### config.mk
export PLATFORM = sky130hd
export DESIGN_NAME = fifo_wr_arbiter
export DESIGN_NICKNAME = d
export VERILOG_FILES = /design/src/rtl/fifo_wr_arbiter.sv
export SDC_FILE = /design/constraint.sdc
export NUM_CORES = 1
export LEC_CHECK = 0
export ABC_AREA = 1
export CAP_MARGIN = 15
export CORE_ASPECT_RATIO = 0.9
export CORE_MARGIN = 3
export CORE_UTILIZATION = 41
export CTS_BUF_LIST = sky130_fd_sc_hd__clkbuf_4 sky130_fd_sc_hd__clkbuf_8
export DETAILED_ROUTE_END_ITERATION = 10
export PLACE_DENSITY = 0.88
export SLEW_MARGIN = 25
export SYNTH_ARGS = -nofsm -noshare
export SYNTH_HDL_FRONTEND = slang
export SYNTH_SLANG_ARGS = --single-unit
### constraint.sdc
create_clock -name clk -period 3.4 [get_ports clk]
set_clock_uncertainty 0.05 [all_clocks]
set_input_delay 0.68 -clock clk [delete_from_list [all_inputs] [get_ports clk]]
set_output_delay 0.68 -clock clk [all_outputs]
set_load 0.005 [all_outputs]
### src/rtl/fifo_wr_arbiter.sv
// Round-robin write arbiter: shares one synchronous FIFO write port among NUM_REQ
// valid/ready requesters. Each grant is held for up to BURST_LEN beats.
module fifo_wr_arbiter #(
    parameter int unsigned DT_WIDTH  = 8,
    parameter int unsigned NUM_REQ   = 4,
    parameter int unsigned BURST_LEN = 4,
    parameter int unsigned ID_WIDTH  = $clog2(NUM_REQ)
) (
    input  logic                         clk,
    input  logic                         rst,
    input  logic [NUM_REQ-1:0]           req_valid,
    input  logic [NUM_REQ*DT_WIDTH-1:0]  req_data,
    output logic [NUM_REQ-1:0]           req_ready,
    input  logic                         f_full,
    output logic                         wrt_en,
    output logic [DT_WIDTH-1:0]          wrt_dt,
    output logic                         grant_valid,
    output logic [ID_WIDTH-1:0]          grant_id
);

    localparam int unsigned CNT_W = $clog2(BURST_LEN + 1);

    typedef enum logic {
        IDLE  = 1'b0,
        GRANT = 1'b1
    } state_t;

    state_t              state_q, state_d;
    logic [ID_WIDTH-1:0] grant_id_q, grant_id_d;
    logic [CNT_W-1:0]    beat_cnt_q, beat_cnt_d;
    logic [ID_WIDTH-1:0] pick_id;
    logic [DT_WIDTH-1:0] data_arr [NUM_REQ];

    for (genvar i = 0; i < NUM_REQ; i++) begin : g_unpack
        assign data_arr[i] = req_data[i*DT_WIDTH +: DT_WIDTH];
    end

    // First valid requester searching from the one after the last grant
    always_comb begin
        logic                found;
        logic [ID_WIDTH-1:0] cand;
        int unsigned         idx;
        found   = 1'b0;
        pick_id = grant_id_q;
        cand    = '0;
        idx     = 0;
        for (int unsigned k = 1; k <= NUM_REQ; k++) begin
            idx  = (32'(grant_id_q) + k) % NUM_REQ;
            cand = ID_WIDTH'(idx);
            if (!found && req_valid[cand]) begin
                found   = 1'b1;
                pick_id = cand;
            end
        end
    end

    always_ff @(posedge clk) begin
        if (rst) begin
            state_q    <= IDLE;
            grant_id_q <= ID_WIDTH'(NUM_REQ - 1);
            beat_cnt_q <= '0;
        end else begin
            state_q    <= state_d;
            grant_id_q <= grant_id_d;
            beat_cnt_q <= beat_cnt_d;
        end
    end

    // Next state; write-port signals are combinational so a beat lands in its own cycle
    always_comb begin
        state_d    = state_q;
        grant_id_d = grant_id_q;
        beat_cnt_d = beat_cnt_q;
        req_ready  = '0;
        wrt_en     = 1'b0;
        wrt_dt     = '0;
        case (state_q)
            IDLE: begin
                if (|req_valid) begin
                    grant_id_d = pick_id;
                    beat_cnt_d = '0;
                    state_d    = GRANT;
                end
            end
            GRANT: begin
                req_ready[grant_id_q] = !f_full;
                wrt_en                = req_valid[grant_id_q] & !f_full;
                wrt_dt                = data_arr[grant_id_q];
                if (!req_valid[grant_id_q]) begin
                    state_d    = IDLE;
                    beat_cnt_d = '0;
                end else if (wrt_en) begin
                    if (beat_cnt_q == CNT_W'(BURST_LEN - 1)) begin
                        state_d    = IDLE;
                        beat_cnt_d = '0;
                    end else begin
                        beat_cnt_d = beat_cnt_q + CNT_W'(1);
                    end
                end
            end
            default: state_d = IDLE;
        endcase
    end

    assign grant_valid = (state_q == GRANT);
    assign grant_id    = grant_id_q;

endmodule
# Word level (Yosys, flattened, before mapping)

Cells that the tools add are included.

Register bits: 6
Latch bits: 0
RAM bits: 0
Memory bits (read-only): 0
Input port bits: 39
Output and inout bits: 16
Word-level logic and storage cells: 69
Memories kept: 0

$add $sub $neg: 5
Multipliers: 0
Div/mod/pow operators: 0
Magnitude comparators: 7
Equality and inequality tests: 3
Shift operators: 0
Mux-type cells: 35
Bitwise logic cells: 4
Reduce and logical (&&, ||, !) cells: 12

Operators with widths:

| operator              | number |
|---|---|
| $mux W8               | 3 |
| $bmux W8 S2           | 1 |
| $lt A2 B3 Y1 const B  | 5 |
| $mux W1               | 14 |
| $mux W3               | 4 |
| $bmux W1 S2           | 5 |
| $mux W2               | 4 |
| $pmux W3 S2           | 1 |
| $add A2 B1 Y2 const B | 2 |
| $add A2 B2 Y2 const B | 2 |
| $and A4 B4 Y4         | 1 |
| $logic_and A1 B1 Y1   | 4 |
| $logic_not A1 Y1      | 4 |
| $mux W4               | 1 |
| $reduce_bool A4 Y1    | 1 |
| $reduce_or A4 Y1      | 1 |
| $add A3 B1 Y3 const B | 1 |
| $eq A3 B2 Y1 const B  | 1 |
| $ge A3 B3 Y1 const B  | 1 |
| $ne A3 B2 Y1 const B  | 1 |
| $not A2 Y3            | 1 |
| $reduce_and A3 Y1     | 1 |
| $demux W1 S2          | 1 |
| $ge A2 B1 Y1 const B  | 1 |
| other kinds (5)       | 5 |

# Longest topological paths before layout

Gate-level depths: netlist of the first run.

Depth in word-level cells: 14
Depth in mapped cells: 13
Mapped depth without buffers: 11

# Worst setup path after synthesis of the first run

No wires, ideal clock.

Kind: reg2reg
Start: register grant_id_q[0], in the netlist grant_id[0]
End: register grant_id_q[1], in the netlist grant_id[1]
Library setup time: 0.115 ns
Arrival time: 1.754 ns
Data required time: 3.235 ns
Path slack: 1.482 ns
Cell stages (with the launch flop): 13
Buffers on the path: 2
Clock period less this slack: 1.918 ns
Cell sequence: dfxtp_1 inv_2 buf_6 buf_2 ha_1 inv_1 nand3_1 nand2_1 nand3_2 nand2_2 inv_2 nand2_1 nand2_1

Cells in the longest elaborated chain, start to end: 14
Elaborated cells between the ends (all ways): 27
Classes of those cells: add/sub: 4; mux: 15; reduce/logical: 8

Ends and longest elaborated chain:

| what                                | RTL line | source |
|---|---|---|
| start, declared                     | 29       | `logic [ID_WIDTH-1:0] grant_id_q, grant_id_d;` |
| start signal, assigned              | 60       | `grant_id_q <= ID_WIDTH'(NUM_REQ - 1);` |
| start signal, assigned              | 64       | `grant_id_q <= grant_id_d;` |
| $add A2 B1 Y2                       | 48       | `idx = (32'(grant_id_q) + k) % NUM_REQ;` |
| $bmux W1 S2                         | 50       | `if (!found && req_valid[cand]) begin` |
| $mux W1 (implied by the code)       | 50       |  |
| $mux W1                             | 50       |  |
| $logic_not A1 Y1                    | 50       |  |
| $logic_and A1 B1 Y1                 | 50       |  |
| $mux W1                             | 50       |  |
| $logic_not A1 Y1                    | 50       |  |
| $logic_and A1 B1 Y1                 | 50       |  |
| $mux W1                             | 50       |  |
| $logic_not A1 Y1                    | 50       |  |
| $logic_and A1 B1 Y1                 | 50       |  |
| $reduce_bool A4 Y1 (no source line) | --       |  |
| $reduce_and A3 Y1 (no source line)  | --       |  |

Several ways; a longest one is shown, not always the timed one. The select of a mux whose other input is x is not followed.
A chain may end at the register's enable or synchronous reset.

# Final worst setup path of the first run

Start: input port req_valid[2]
End: output port wrt_en

Cells in the longest elaborated chain, start to end: 4

Ends and longest elaborated chain:

| what                          | RTL line | source |
|---|---|---|
| start, declared               | 11       | `input logic [NUM_REQ-1:0] req_valid,` |
| $bmux W1 S2                   | 87       | `wrt_en = req_valid[grant_id_q] & !f_full;` |
| $mux W1 (implied by the code) | 87       |  |
| $and A1 B1 Y1                 | 87       |  |
| $mux W1                       | 77       | `case (state_q)` |
| end, declared                 | 15       | `output logic wrt_en,` |

Every way passes these cells. The select of a mux whose other input is x is not followed.

==> results.md, run 1 <==
- Req. time, crit path: 2.67 ns
- Grt total ovfl: 0
- Status: finished clean
- CP max FO: 4
- Post-Syn Area per Cell: 5.292 um^2
- F_max: 0.3418 GHz
- Post-synth top cells: 47 x nor2_1, 37 x nand2_1, 15 x inv_1, 15 x o21ai_0, 11 x a21oi_1
- Area share of the largest cell type after synthesis: 19.61%
- CTS tree: done
- Setup repair bufs after CTS: 0
- Area Overhead vs Synth: 63.14%
- CP max stage delay: 0.55 ns
- Reg clk slew, reported paths: 0.05 ns
- Clock power frac: 8.3%
- Die Area: 2793 um^2
- Switching Fraction: 51.40%
- #FFs+latches synth: 6
- Worst hold path class: reg2reg
- Vias after detailed routing: 1266
- Cts hold-fix bufs: 0
- Number of max-cap violations: 0
- GP Congestion: 0.8480
- EDFF count, synth: 0
- CTS max path bufs: 2
- WL final: 3231 um
- Global-route wire length before repair: 5623 um
- Fin. Hold Viols: 0
- H-Tree Level Count: 1
- TritonCTS sink count: 6
- Sequential Power Share: 13.6%
- Final ANT Viol Nets: 0
- Pwr/cell area: 581.9 nW/um^2
- Clock Latency Late Sink: 0.25 ns
- Die Width: 55.38 um
- Core Footprint: 1989 um^2
- Sequential share of the synthesized area: 13.35%
- Worst setup SP type: primary input
- Slowest-stage cell, CP: clkdlybuf4s50_1
- Synth top area cells: nor2_1 20%, nand2_1 15%, dfxtp_1 13%, o21ai_0 8.3%, ha_1 7.0%
- Most frequent cell after synthesis: nor2_1
- First-pass iteration count of the detailed router: 4
- Minimum clock period: 2.926 ns
- Synthesized area: 899.6 um^2
- Post-DR wirelength/cell: 13.03 um
- RSZ-0062 raised after global routing: false
- Warning count from the yosys run: 0
- CP Cell Sequence: clkdlybuf4s50_1 > inv_1 > nand2_2 > nand2_1 > nand2_1 > nand2_2 > nor2_1 > clkdlybuf4s50_1
- Synth Net Count: 214
- Relative slew slack: 66.26%
- Die Span Y: 50.44 um
- # IOs: 55
- Ant diodes: 0
- Layout Cells excl Fill: 248
- Clock root buffer: clkbuf_4
- Placed Area: 1445 um^2
- Vias in the first global route: 1218
- Gate power share: 78.2%
- Leakage: 0.6797 nW
- Row count: 15
- Crit path kind: in2out
- Final period utilization: 86.06%
- FF-to-FF path depth: 9
- Worst setup EP type: output pin
- Final Max Slew Viols: 0
- Net switching power of the design: 0.0004390 W
- Dpl hpwl: 2543 um
- Port Buf Inserts: 54
- Library cells used by synthesis: 19
- Post-route cell area: 1468 um^2
- Synth area leader: nor2_1
- Cell Count Post-Placement: 245
- Inserted Clock Buffers: 3
- Data arrival time of the worst path: 2.20 ns
- Endpoints failing setup: 0
- Violation count after the first detailed-routing iteration: 38
- Share of cells above drive strength 1: 8.520%
- Ys flop type: dfxtp_1
- Largest net degree at the start of global routing: 26
- DRC: 0
- VDD IR-drop max: 0.0004861 V
- Via density: 5.105
- Initial Utilization: 45.22%
- Hold Path Stages: 2
- Initial antenna violation count: 0
- Synthesized instance count: 170
- Worst-margin pin slew: 0.5055 ns
- Final setup TNS: 0 ns
- Final net count: 269
- Async S/R FF share, synth: 0%
- GRT Util Overall: 24.44%
- PostCTS Resize Cnt: 0
- Int Pwr: 0.0004151 W
-- sequential cells by signal, indices dropped and copies added, names as in the netlist --
signal	cells
beat_cnt_q	3
grant_id	2
grant_valid	1
-- final cells by class --
type	count	area [um^2]
sequential	6	120.1
multi-input combinational	140	670.6
inverter	18	67.56
timing repair buffer	56	555.5
fill	185	521.8
tap	25	31.28
clock buffer	3	22.52
-- layer usage --
layer	part of all wire, %	track usage [%]	vias up
li1	-	-	646
met1	45	31.13	565
met2	49	42.72	53
met3	6.2	4.627	2
met4	0.34	5.263	0
met5	0	0	-
-- layout by cell type (no fill, tap or decap), drive strengths merged --
| master | n |
|---|---|
| a21oi | 11 |
| a31oi | 1 |
| buf | 2 |
| clkbuf | 3 |
| clkdlybuf4s50 | 54 |
| dfxtp | 6 |
| ha | 5 |
| inv | 18 |
| nand2 | 44 |
| nand3 | 12 |
| nand4 | 2 |
| nor2 | 48 |
| o21ai | 16 |
| o31ai | 1 |
-- power groups by stage --
stage                     sequential [W]   clock, W  combinational, W
after CTS                       0.000116  0.0000709          0.000665
after global routing            0.000122  0.0000774          0.000753
final                           0.000116  0.0000706          0.000667
after floorplan                 0.000112          0          0.000452
after global placement          0.000116          0          0.000633
after detailed placement        0.000117          0          0.000662
-- final timing paths --
| kind | startpoint | end | slack [ns] |
|---|---|---|---|
| max | req_valid[2] | wrt_en | 0.47 |
| max reg2reg | grant_id[0]$_SDFFE_PP1P_ | grant_id[1]$_SDFFE_PP1P_ | 1.19 |
| min | beat_cnt_q[1]$_SDFFE_PP0P_ | beat_cnt_q[1]$_SDFFE_PP0P_ | 0.44 |
| min reg2reg | beat_cnt_q[1]$_SDFFE_PP0P_ | beat_cnt_q[1]$_SDFFE_PP0P_ | 0.44 |
-- worst max-delay path, delay by kind of cell --
kind / cells / cell delay [ns]
buffers and inverters: 3 / 1.12
AND/OR/NAND/NOR: 5 / 0.38
-- metrics by stage --
| step | utilization, % | power [W] | hold WS [ns] | setup WS (ns) |
|---|---|---|---|---|
| floorplan | - | 0.0005639 | 0.3826 | 1.482 |
| global placement | 72.64 | 0.0007487 | 0.3968 | 0.5262 |
| detailed placement | 72.64 | 0.0007798 | 0.4255 | 0.4756 |
| CTS | 73.77 | 0.0008517 | 0.4352 | 0.4647 |
| global route | 73.77 | 0.0009520 | 0.4752 | 0.3708 |
| finish | 73.77 | 0.0008541 | 0.4441 | 0.4739 |
-- cells by family after synthesis --
kind of cell / Yosys count / share of synthesized area [%]
flops: 6 / 13.35
buf+inv: 24 / 12.10
simple gates: 106 / 50.35
fa+ha+maj: 5 / 6.954
compound gates: 29 / 17.25
No activity file was read; power rests on OpenSTA's default activity.
==> run 2: changes to the inputs <==
- CTS_CLUSTER_SIZE: default -> 24
- PLACE_DENSITY: 0.88 -> 0.9
==> results.md, run 2 (synthesis gave the netlist of run 1 again) <==
- Status: finished clean (unchanged)
- Final Max Slew Viols: 0 (unchanged)
- Worst R2R End: grant_id[1]$_SDFFE_PP1P_ (unchanged)
- Pwr/cell area: 576.9 nW/um^2 (was 581.9 nW/um^2)
- Die Width: 55.38 um (unchanged)
- Post-layout util: 73.77% (unchanged)
- VDD IR-drop max: 0.0004262 V (was 0.0004861 V)
- Core Footprint: 1989 um^2 (unchanged)
- Row count: 15 (unchanged)
- Clock root buffer: clkbuf_4 (unchanged)
- CP max stage delay: 0.54 ns (was 0.55 ns)
- Final net count: 269 (unchanged)
- CP Cell Sequence: clkdlybuf4s50_1 > inv_1 > nand2_1 > nand2_1 > nand2_1 > nand2_2 > nor2_1 > clkdlybuf4s50_1 (was clkdlybuf4s50_1 > inv_1 > nand2_2 > nand2_1 > nand2_1 > nand2_2 > nor2_1 > clkdlybuf4s50_1)
- F_max: 0.3466 GHz (was 0.3418 GHz)
- Cell Count Post-Placement: 245 (unchanged)
- Worst setup SP type: primary input (unchanged)
- CTS tree: done (unchanged)
- Share of cells above drive strength 1: 8.520% (unchanged)
- Minimum clock period: 2.885 ns (was 2.926 ns)
- PostCTS Resize Cnt: 0 (unchanged)
- Min-Delay Endpoint: beat_cnt_q[2]$_SDFFE_PP0P_ (was beat_cnt_q[1]$_SDFFE_PP0P_)
- Flop-to-flop setup slack: 1.29 ns (was 1.19 ns)
- Critical path's most frequent cell: nand2_1
- Hold Path Stages: 2 (unchanged)
- Most common cell after layout, fill and taps aside: clkdlybuf4s50_1 (unchanged)
- Endpoints failing setup: 0 (unchanged)
- Reg clk slew, reported paths: 0.04 ns (was 0.05 ns)
- Port Buf Inserts: 54 (unchanged)
- Fin. Hold Viols: 0 (unchanged)
- Area Overhead vs Synth: 63.14% (unchanged)
- CP delay by family, top: buffers and inverters (unchanged)
- H-Tree Level Count: 1 (unchanged)
- Via density: 5.012 (was 5.105)
- Req. time, crit path: 2.67 ns (about the same)
- Ant diodes: 0 (unchanged)
- Most flops, register: beat_cnt_q (unchanged)
- DRC: 0 (unchanged)
- Setup repair bufs after CTS: 0 (unchanged)
- Violation count after the first detailed-routing iteration: 68 (was 38)
- Slowest-stage cell, CP: clkdlybuf4s50_1 (unchanged)
- Vias after detailed routing: 1243 (was 1266)
- RSZ-0062 raised after global routing: false (unchanged)
- Most frequent cells in the layout: 54 x clkdlybuf4s50_1, 47 x nor2_1, 37 x nand2_1 (unchanged)
- GP Congestion: 0.8447 (was 0.8480)
- Worst-margin pin slew: 0.4384 ns (was 0.5055 ns)
- # IOs: 55 (unchanged)
- Largest net degree at the start of global routing: 26 (unchanged)
- Final ANT Viol Nets: 0 (unchanged)
- CTS max path bufs: 2 (unchanged)
- FF-to-FF path depth: 11 (was 9)
- Grt total ovfl: 0 (unchanged)
- Vias in the first global route: 1171 (was 1218)
- CP Buf/Inv Count: 3 (unchanged)
- CP max FO: 4 (unchanged)
- Die Span Y: 50.44 um (unchanged)
- Data arrival time of the worst path: 2.15 ns (was 2.20 ns)
- Post-DR wirelength/cell: 12.75 um (was 13.03 um)
- TritonCTS sink count: 6 (unchanged)
- Relative slew slack: 70.74% (was 66.26%)
- Worst hold path class: reg2reg (unchanged)
- Dpl hpwl: 2581 um (was 2543 um)
- Worst setup EP type: output pin (unchanged)
- Multi-input gate area in the final layout: 670.6 um^2 (unchanged)
- Max FFs per register: 3 (unchanged)
- Initial Utilization: 45.22% (unchanged)
- Clock Latency Late Sink: 0.25 ns (about the same)
- Leakage: 0.6797 nW (unchanged)
- Die Area: 2793 um^2 (unchanged)
- Inserted Clock Buffers: 3 (unchanged)
- First-pass iteration count of the detailed router: 4 (unchanged)
- Final setup TNS: 0 ns (unchanged)
- Layout Cells excl Fill: 248 (unchanged)
- Final period utilization: 84.85% (was 86.06%)
- Crit path kind: in2out (unchanged)
- Seq. cell area: 120.1 um^2 (unchanged)
- Number of max-cap violations: 0 (unchanged)
- FF-to-FF Start: grant_id[0]$_SDFFE_PP1P_ (unchanged)
- Cts hold-fix bufs: 0 (unchanged)
- Fill cell count: 177 (was 185)
- Tot Pwr: 0.0008466 W (was 0.0008541 W)
- WL final: 3162 um (was 3231 um)
- Hold wc startpoint: beat_cnt_q[2]$_SDFFE_PP0P_ (was beat_cnt_q[1]$_SDFFE_PP0P_)
- GRT Util Overall: 23.67% (was 24.44%)
- Initial antenna violation count: 0 (unchanged)
- Global-route wire length before repair: 5430 um (was 5623 um)
==> run 2: cell counts in the layout (fill, tap and decap cells not counted) <==
Identical to the previous run, type by type.
==> run 2: routing by layer <==
metal	global-route usage, %	share of wire, %
met4	3.644	0.60
met3	2.057	5.4
met2	43.70	49
met5	0	0
met1	30.35	45
==> run 2: area by class of cell <==
class | count | share of cell area [%]
flip-flops and latches | 6 | 8.184
repair buffers | 56 | 37.85
well taps | 25 | 2.131
inverters | 18 | 4.604
clock buffers | 3 | 1.535
multi-input cells | 140 | 45.69
==> run 2: worst max path at each step <==
stage,startpoint,end,slack [ns],cells after the start
2_1_floorplan,grant_id[0]$_SDFFE_PP1P_,grant_id[1]$_SDFFE_PP1P_,1.48,12
3_3_place_gp,req_valid[2],wrt_en,0.55,8
3_5_place_dp,req_valid[3],wrt_en,0.50,8
4_1_cts,req_valid[3],wrt_en,0.50,8
5_1_grt,req_valid[3],wrt_en,0.39,8
6_report,req_valid[3],wrt_en,0.52,8
==> run 2: metrics by stage <==
stage          setup WS (ns)  area, um^2  hold slack (ns)
6_report              0.5152        1468           0.4150
3_3_place_gp          0.5477        1445           0.3972
3_5_place_dp          0.4981        1445           0.4058
5_1_grt               0.3908        1468           0.4576
2_1_floorplan          1.482       899.6           0.3826
4_1_cts               0.4966        1468           0.4146
==> run 2: worst register-to-register path, cell delays in order (launching register included) <==
cell and delay [ns]:
dfxtp_1 0.57, inv_2 0.28, ha_1 0.43, inv_1 0.11, nand3_1 0.09, nand2_1 0.08, nand2_1 0.13, nand2_1 0.07
nand2_1 0.06, nand2_1 0.05, nand2_1 0.05, nand2_1 0.04
==> run 2: where the power goes <==
part / switching (W) / leakage, nW / internal, W
sequential: 0.0000243 / 0.0496 / 0.0000879
clock: 0.0000278 / 0.0138 / 0.0000401
combinational: 0.000380 / 0.616 / 0.000287
total: 0.000432 / 0.680 / 0.000415
==> run 3: changes to the inputs <==
- CORE_UTILIZATION: 41 -> 34
- PLACE_DENSITY: 0.9 -> 0.8
- clock period: 3.4 -> 2.3 ns (I/O delays scaled with it)
==> results.md, run 3 (synthesis gave the netlist of run 1 again) <==
- CP delay by family, top: buffers and inverters (unchanged)
- Global-route wire length before repair: 4478 um (was 5430 um)
- Final period utilization: 96.78%
- Vias in the first global route: 1020 (was 1171)
- Critical path's most frequent cell: clkdlybuf4s50_1 (was nand2_1)
- WP depth: 5 (was 8)
- CP Cell Sequence: clkdlybuf4s50_1 > nor2_2 > inv_2 > nor2_1 > clkdlybuf4s50_1 (was clkdlybuf4s50_1 > inv_1 > nand2_1 > nand2_1 > nand2_1 > nand2_2 > nor2_1 > clkdlybuf4s50_1)
- Crit path kind: in2out (unchanged)
- Share of cells above drive strength 1: 13.79% (was 8.520%)
- Clock Latency Late Sink: 0.25 ns (about the same)
- Fin. Hold Viols: 0 (unchanged)
- Relative slew slack: 81.21% (was 70.74%)
- Inserted Clock Buffers: 3 (unchanged)
- CP max stage delay: 0.51 ns (was 0.54 ns)
- First-pass iteration count of the detailed router: 4 (unchanged)
- Die Width: 60.22 um (was 55.38 um)
- Endpoints failing setup: 0 (unchanged)
- Worst R2R End: grant_id[1]$_SDFFE_PP1P_ (unchanged)
- CP max FO: 5 (was 4)
- Most frequent cells in the layout: 46 x nor2_1, 42 x clkdlybuf4s50_1, 37 x nand2_1 (was 54 x clkdlybuf4s50_1, 47 x nor2_1, 37 x nand2_1)
- TritonCTS sink count: 6 (unchanged)
- CP Buf/Inv Count: 3 (unchanged)
- Status: finished clean (unchanged)
- Most common cell after layout, fill and taps aside: nor2_1 (was clkdlybuf4s50_1)
- Worst-margin pin slew: 0.2809 ns (was 0.4384 ns)
- Row count: 17 (was 15)
- WL final: 2919 um (was 3162 um)
- Final setup TNS: 0 ns (unchanged)
- Final ANT Viol Nets: 0 (unchanged)
- CTS max path bufs: 2 (unchanged)
- Worst setup SP type: primary input (unchanged)
- Ant diodes: 0 (unchanged)
- Die Span Y: 54.80 um (was 50.44 um)
- Core Footprint: 2489 um^2 (was 1989 um^2)
- GP Congestion: 0.8678 (was 0.8447)
- Pwr/cell area: 815.8 nW/um^2 (was 576.9 nW/um^2)
- Minimum clock period: 2.226 ns
- Worst setup EP type: output pin (unchanged)
- DRC: 0 (unchanged)
- Leakage: 0.8729 nW (was 0.6797 nW)
- GRT Util Overall: 17.67% (was 23.67%)
- Clock root buffer: clkbuf_4 (unchanged)
- Worst hold path class: reg2reg (unchanged)
- Flop-to-flop setup slack: 0.47 ns (was 1.29 ns)
- Final net count: 278 (was 269)
- Initial Utilization: 36.15% (was 45.22%)
- VDD IR-drop max: 0.0005061 V (was 0.0004262 V)
- CTS tree: done (unchanged)
- Die Area: 3300 um^2 (was 2793 um^2)
- Reg clk slew, reported paths: 0.05 ns (was 0.04 ns)
- Placed Area: 1501 um^2 (was 1445 um^2)
- Violation count after the first detailed-routing iteration: 46 (was 68)
- Cts hold-fix bufs: 0 (unchanged)
- Slowest-stage cell, CP: clkdlybuf4s50_1 (unchanged)
- H-Tree Level Count: 1 (unchanged)
- Vias after detailed routing: 1226 (was 1243)
- Grt total ovfl: 0 (unchanged)
- F_max: 0.4492 GHz
- Tot Pwr: 0.001279 W (was 0.0008466 W)
- Final Max Slew Viols: 0 (unchanged)
- Area Overhead vs Synth: 74.27% (was 63.14%)
- Worst Setup EP: req_ready[2] (was wrt_en)
- Via density: 4.715 (was 5.012)
- Dpl hpwl: 2265 um (was 2581 um)
- Initial antenna violation count: 0 (unchanged)
- Most flops, register: beat_cnt_q (unchanged)
- Port Buf Inserts: 54 (unchanged)
- Post-route cell area: 1568 um^2 (was 1468 um^2)
- Data arrival time of the worst path: 1.72 ns (was 2.15 ns)
- Number of max-cap violations: 0 (unchanged)
- Max FFs per register: 3 (unchanged)
- # IOs: 55 (unchanged)
- Post-DR wirelength/cell: 11.23 um (was 12.75 um)
- Crit path launch: f_full (was req_valid[3])
- Largest net degree at the start of global routing: 26 (unchanged)
- FF-to-FF path depth: 11 (unchanged)
- Req. time, crit path: 1.79 ns (was 2.67 ns)
- FF-to-FF Start: grant_id[1]$_SDFFE_PP1P_ (was grant_id[0]$_SDFFE_PP1P_)
-- run 3: how the worst min path moves through the flow --
stage                          startpoint                          to  slack (ns)  cells after the start
2_1_floorplan  beat_cnt_q[2]$_SDFFE_PP0P_  beat_cnt_q[2]$_SDFFE_PP0P_        0.38                      2
3_3_place_gp   beat_cnt_q[2]$_SDFFE_PP0P_  beat_cnt_q[2]$_SDFFE_PP0P_        0.40                      2
3_5_place_dp   beat_cnt_q[2]$_SDFFE_PP0P_  beat_cnt_q[2]$_SDFFE_PP0P_        0.41                      2
4_1_cts        beat_cnt_q[2]$_SDFFE_PP0P_  beat_cnt_q[2]$_SDFFE_PP0P_        0.42                      2
5_1_grt        beat_cnt_q[2]$_SDFFE_PP0P_  beat_cnt_q[2]$_SDFFE_PP0P_        0.43                      2
6_report       beat_cnt_q[2]$_SDFFE_PP0P_  beat_cnt_q[2]$_SDFFE_PP0P_        0.42                      2
-- run 3: final cells by class --
cell class / instances / area, um^2
tap: 28 / 35.03
fill: 242 / 920.9
inverter: 18 / 73.82
clock buffer: 3 / 22.52
sequential: 6 / 121.4
timing repair buffer: 65 / 641.9
multi-input combinational: 140 / 673.1
-- run 3: through the flow --
step	hold slack, ns	worst slack, ns	std cells	util [%]
final	0.4187	0.07398	260	63.00
after global routing	0.4301	-0.0008341	260	63.00
after CTS	0.4177	0.006269	258	61.19
after detailed placement	0.4099	-0.03739	255	60.33
after global placement	0.4005	-0.01142	255	60.33
after floorplan	0.3826	0.3818	170	-
-- run 3: repair_timing --
item / in CTS / in global routing
setup buffers: 0 / 2
gates resized for setup: 4 / 13
endpoints found under the setup margin: 5 / 10
-- run 3: report_power, final --
part | switching [W] | internal [W]
registers | 0.0000261 | 0.000132
logic | 0.000566 | 0.000458
clock network | 0.0000382 | 0.0000590
-- run 3: metal layers --
metal	wire [um]	vias to the layer above	global-route usage, %
met5	0	-	0
li1	-	665	-
met1	1271	524	21.38
met2	1364	37	31.65
met3	282	0	5.896
met4	0	0	1.107
-- run 3: worst register-to-register path, stage by stage, from the launching register on --
cell and delay [ns]:
dfxtp_1 0.36, clkinvlp_4 0.24, ha_1 0.41, inv_1 0.10, nand3_1 0.10, nand2_1 0.08, nand2_1 0.11, nand2_1 0.05
nand2_1 0.06, nand2_1 0.05, nand2_1 0.05, nand2_1 0.05
==> RTL change 1, RTL diff (config.mk and constraints of run 1) <==
Set the parameter `BURST_LEN` to 8 (it was 4).
--- a/src/rtl/fifo_wr_arbiter.sv
+++ b/src/rtl/fifo_wr_arbiter.sv
@@ -3,7 +3,7 @@
 module fifo_wr_arbiter #(
     parameter int unsigned DT_WIDTH  = 8,
     parameter int unsigned NUM_REQ   = 4,
-    parameter int unsigned BURST_LEN = 4,
+    parameter int unsigned BURST_LEN = 8,
     parameter int unsigned ID_WIDTH  = $clog2(NUM_REQ)
 ) (
     input  logic                         clk,
Behaviour: not the same (Yosys sat finds a counterexample within 10 cycles, from zero or initial values and one cycle with rst high).
==> RTL change 1 against run 1 <==
Final area rose by 0.51%; sequential cell count rose by 1; setup slack got worse by 3.2 ps; routed wire length rose by 1.5%; non-clock buffer count did not move; final cell count fell by 0.40%; area after synthesis did not move; power rose by 1.6%; first-iteration DRC count rose by 68%; die area did not move; sequential power rose by 9%; synthesized cell count fell by 0.59%; via count rose by 2.3%; largest cell class unchanged.
==> RTL change 1: results (changes against run 1) <==
Run status -> finished, final reports clean
Final period util -> 86.2% (+0.094 points)
Slowest stage delay, CP -> 510 ps (-40 ps)
Synth area leaders -> nor2_1 (17%), dfxtp_1 (16%), nand2_1 (13%)
Share of cells above drive strength 1 -> 4.95% (-3.6 points)
Most common library cells after synthesis -> nor2_1 (41), nand2_1 (31), nand3_1 (20)
H-tree Lvls -> 1 (unchanged)
Ys Warns -> 0 (unchanged)
Clk slew on worst S/H paths -> 50 ps (about the same)
Cell Pwr Density -> 588 mW/mm^2 (+1.1%)
Seq. pwr -> 0.127 mW (+9%)
Final HPWL DP -> 2540 microns (about the same)
Nets -> 267 (-0.74%)
CP Max Fanout -> 6 (+2)
Hold_ws -> 460 ps (+15.6 ps)
R2R cell count -> 10 (+1)
Hold endpoint -> beat_cnt_q[1]
Top reg by flops -> beat_cnt_q
P_int -> 0.438 mW (+5.6%)
DR pass1 iterations -> 4 (unchanged)
Cell count after synthesis -> 169 (-0.59%)
Placed inst area -> 0.00145 sq mm (unchanged)
Max-cap check violation count -> 0 (unchanged)
Max reg flops -> 4 (+1)
Vias in the first global route -> 1172 (-3.8%)
Root Driver -> clkbuf_4
Final Non-Filler Cells -> 247 (-0.40%)
Comb pwr share -> 75.1% (-3.1 points)
Inst Count DP -> 243 (-0.82%)
Largest net degree at the start of global routing -> 25 (-3.8%)
Clock Tree Buf Depth -> 2 (unchanged)
Worst Hold Launch -> beat_cnt_q[1]
Hold crit path type -> reg -> reg
Worst path top cell family by delay -> buffers and inverters
Seq/Total Area, Yosys -> 15.6% (+2.2 points)
Num CTS Buffers -> 3 (unchanged)
Peak VDD IR -> 0.493 mV (+1.4%)
Slowest stage cell, crit path -> clkdlybuf4s50_1
DRC marker count from the first detailed-route iteration -> 64 (+68%)
Initial antenna violation count -> 0 (unchanged)
Ant. Diodes -> 0 (unchanged)
R2r startpoint -> grant_id[0]
Post-synth ARST share -> 0% (unchanged)
Post-CTS Setup Bufs -> 0 (unchanged)
Clock Latency Late Sink -> 260 ps
Worst Setup SP -> f_full
Slew HR -> 68.1% (+1.8 points)
GPL Wtd Cong -> 0.829 (-2.3%)
Gr usage total -> 24.4% (-0.056 points)
First-pass GRT wire length -> 5510 microns (-2.0%)
Place WS -> 455 ps (-20.4 ps)
Leak -> 0.645 nW (-5.1%)
R2R Setup Slk -> 1250 ps (+60 ps)
Total number of vias -> 1295 (+2.3%)
WHS Path Cells -> 2 (unchanged)
Netlist cell types -> 23 (+4)
WL final -> 3280 microns (+1.5%)
Max Transition Viols Final -> 0 (unchanged)
Syn Nets -> 213 (-0.47%)
PortBufs -> 54 (unchanged)
RTL change 1: routing by layer:
layer | track usage [%] | wire [microns]
met5 | 0 | 0
met4 | 4.45 | 19
met3 | 4.88 | 169
met2 | 44.1 | 1640
met1 | 30.1 | 1450
RTL change 1: final cells by class:
cell class / count / area, sq um
multi-input combinational: 139 / 658
inverter: 16 / 60.1
tap: 25 / 31.3
fill: 160 / 514
clock buffer: 4 / 30.0
sequential: 7 / 140
timing repair buffer: 56 / 556
RTL change 1: kinds of logic (layout without fill, tap and decap cells):
logic type / after synthesis / after routing / share of synthesized area (%)
adder cells (fa/ha/maj): 5 / 5 / 6.95
flip-flops: 7 / 7 / 15.6
AND/OR/NAND/NOR: 99 / 99 / 46.6
AO/OA/AOI/OAI: 35 / 35 / 19.6
buffers and inverters: 23 / 76 / 11.3
==> RTL change 2, RTL diff (flow settings as in run 1) <==
Made on the original files. Reset style: asynchronous (`rst`), changed in one clocked block.
--- a/src/rtl/fifo_wr_arbiter.sv
+++ b/src/rtl/fifo_wr_arbiter.sv
@@ -54,7 +54,7 @@
         end
     end
 
-    always_ff @(posedge clk) begin
+    always_ff @(posedge clk or posedge rst) begin
         if (rst) begin
             state_q    <= IDLE;
             grant_id_q <= ID_WIDTH'(NUM_REQ - 1);
Formal check against the unedited RTL: differs if rst is asserted again (counterexample within 4 cycles, from zero or initial values and one cycle with rst high); with rst held inactive, the same outputs for 10 cycles.
==> RTL change 2 against run 1 <==
Routed wire length grew 2.7%; setup slack worse by 160 ps; non-clock buffer count down 1; area after synthesis rose by 1.4%; sequential cell count did not move; core utilization decreased by 0.56 points; count of clock-buffer cells in the layout increased by 1; via count down 3.9%; power rose by 38%; combinational power is 42% higher; final area grew 0.17%; critical path type unchanged; largest cell class unchanged; highest routed layer unchanged.
==> RTL change 2: results (changes against run 1) <==
GPL Wtd Cong -> 0.837 (-1.4%)
Leak -> 0.690 nW (+1.5%)
First-pass GRT wire length -> 5380 microns (-4.4%)
Share of cells above drive strength 1 -> 12.2% (+3.7 points)
Peak VDD IR -> 0.713 mV (+47%)
Worst Setup SP -> req_valid[3]
Adder-Cell Fraction of Synth Area -> 6.86% (-0.095 points)
WP data arrival -> 2360 ps (+160 ps)
Vias in the first global route -> 1250 (+2.6%)
Syn Nets -> 206 (-3.7%)
Placed inst area -> 0.00144 sq mm (-0.35%)
Reg-to-Reg End -> grant_id[1]
Most common library cells after synthesis -> nor2_1 (40), nand2_1 (28), o21ai_0 (15)
R2r startpoint -> grant_id[1]
Nets -> 258 (-4.1%)
Total number of vias -> 1217 (-3.9%)
Place WS -> 318 ps (-157 ps)
Min cycle time layout -> 3090 ps (+163 ps)
Synth Flop Type -> dfrtp_1
R2R Setup Slk -> 1090 ps (-100 ps)
DR WL/cell -> 13.9 microns (+7.0%)
Slowest stage delay, CP -> 520 ps (-30 ps)
Post-synth ARST share -> 100% (+100 points)
R2R cell count -> 10 (+1)
Worst Max-Slew Pin Slew -> 437 ps (-68.4 ps)
Run status -> finished, final reports clean
Seq/Total Area, Yosys -> 16.7% (+3.4 points)
## RTL change 2: cell count changes after synthesis, moves of 2 or more
| cell | run 1 | this run |
|---|---|---|
| nand2_1 | 37 | 28 |
| nor2_1 | 47 | 40 |
| dfxtp_1 | 6 | 0 |
| nand2_2 | 7 | 12 |
| dfrtp_1 | 0 | 4 |
| a21oi_1 | 11 | 9 |
| clkbuf_1 | 0 | 2 |
| dfstp_2 | 0 | 2 |
## RTL change 2: layout make-up
class,count,area (sq um)
Sequential cell,6,153
Clock buffer,4,30.0
Inverter,19,71.3
Timing Repair Buffer,55,548
Tap cell,25,31.3
Multi-Input combinational cell,129,637
Fill cell,179,538
## RTL change 2: power breakdown
part           total, mW  internal (mW)  switching, mW  leakage [nW]
logic              0.946          0.420          0.526         0.599
clock network     0.0778         0.0524         0.0254        0.0184
registers          0.156          0.109         0.0469        0.0729
total               1.18          0.581          0.599         0.690
## RTL change 2: worst min path at each step
stage / to / slack [ps] / cells past startpoint / start
floorplan: beat_cnt_q[2] / 410 / 1 / beat_cnt_q[2]
global placement: beat_cnt_q[2] / 420 / 1 / beat_cnt_q[2]
detailed placement: beat_cnt_q[2] / 450 / 1 / beat_cnt_q[2]
CTS: beat_cnt_q[2] / 460 / 1 / beat_cnt_q[2]
global route: beat_cnt_q[2] / 500 / 1 / beat_cnt_q[2]
finish: beat_cnt_q[2] / 450 / 1 / beat_cnt_q[2]
## RTL change 2: worst max-delay path, delay by kind of cell
kind | cells | cell delay (ps)
buf+inv | 4 | 1130
simple gates | 5 | 550
## RTL change 2: cell families (layout without fill, tap and decap cells)
family	after synthesis	after routing
flip-flops	6	6
AND/OR/NAND/NOR	96	96
buffers and inverters	27	78
adder cells (fa/ha/maj)	5	5
AO/OA/AOI/OAI	28	28
## RTL change 2: metal layers
layer	part of all wire, %	routed length (microns)	vias up	track usage (%)
met2	53	1770	47	45.1
met1	41	1350	558	27.3
met4	1.7	57	0	7.69
met3	4.1	135	6	2.06
met5	0	0	-	0
li1	-	-	606	-
## RTL change 2: through the flow
stage	hold WS (ps)	instances	power, mW
after floorplan	408	162	0.756
after global placement	422	234	1.04
after detailed placement	447	234	1.10
after CTS	459	238	1.18
after global routing	495	238	1.29
final	454	238	1.18
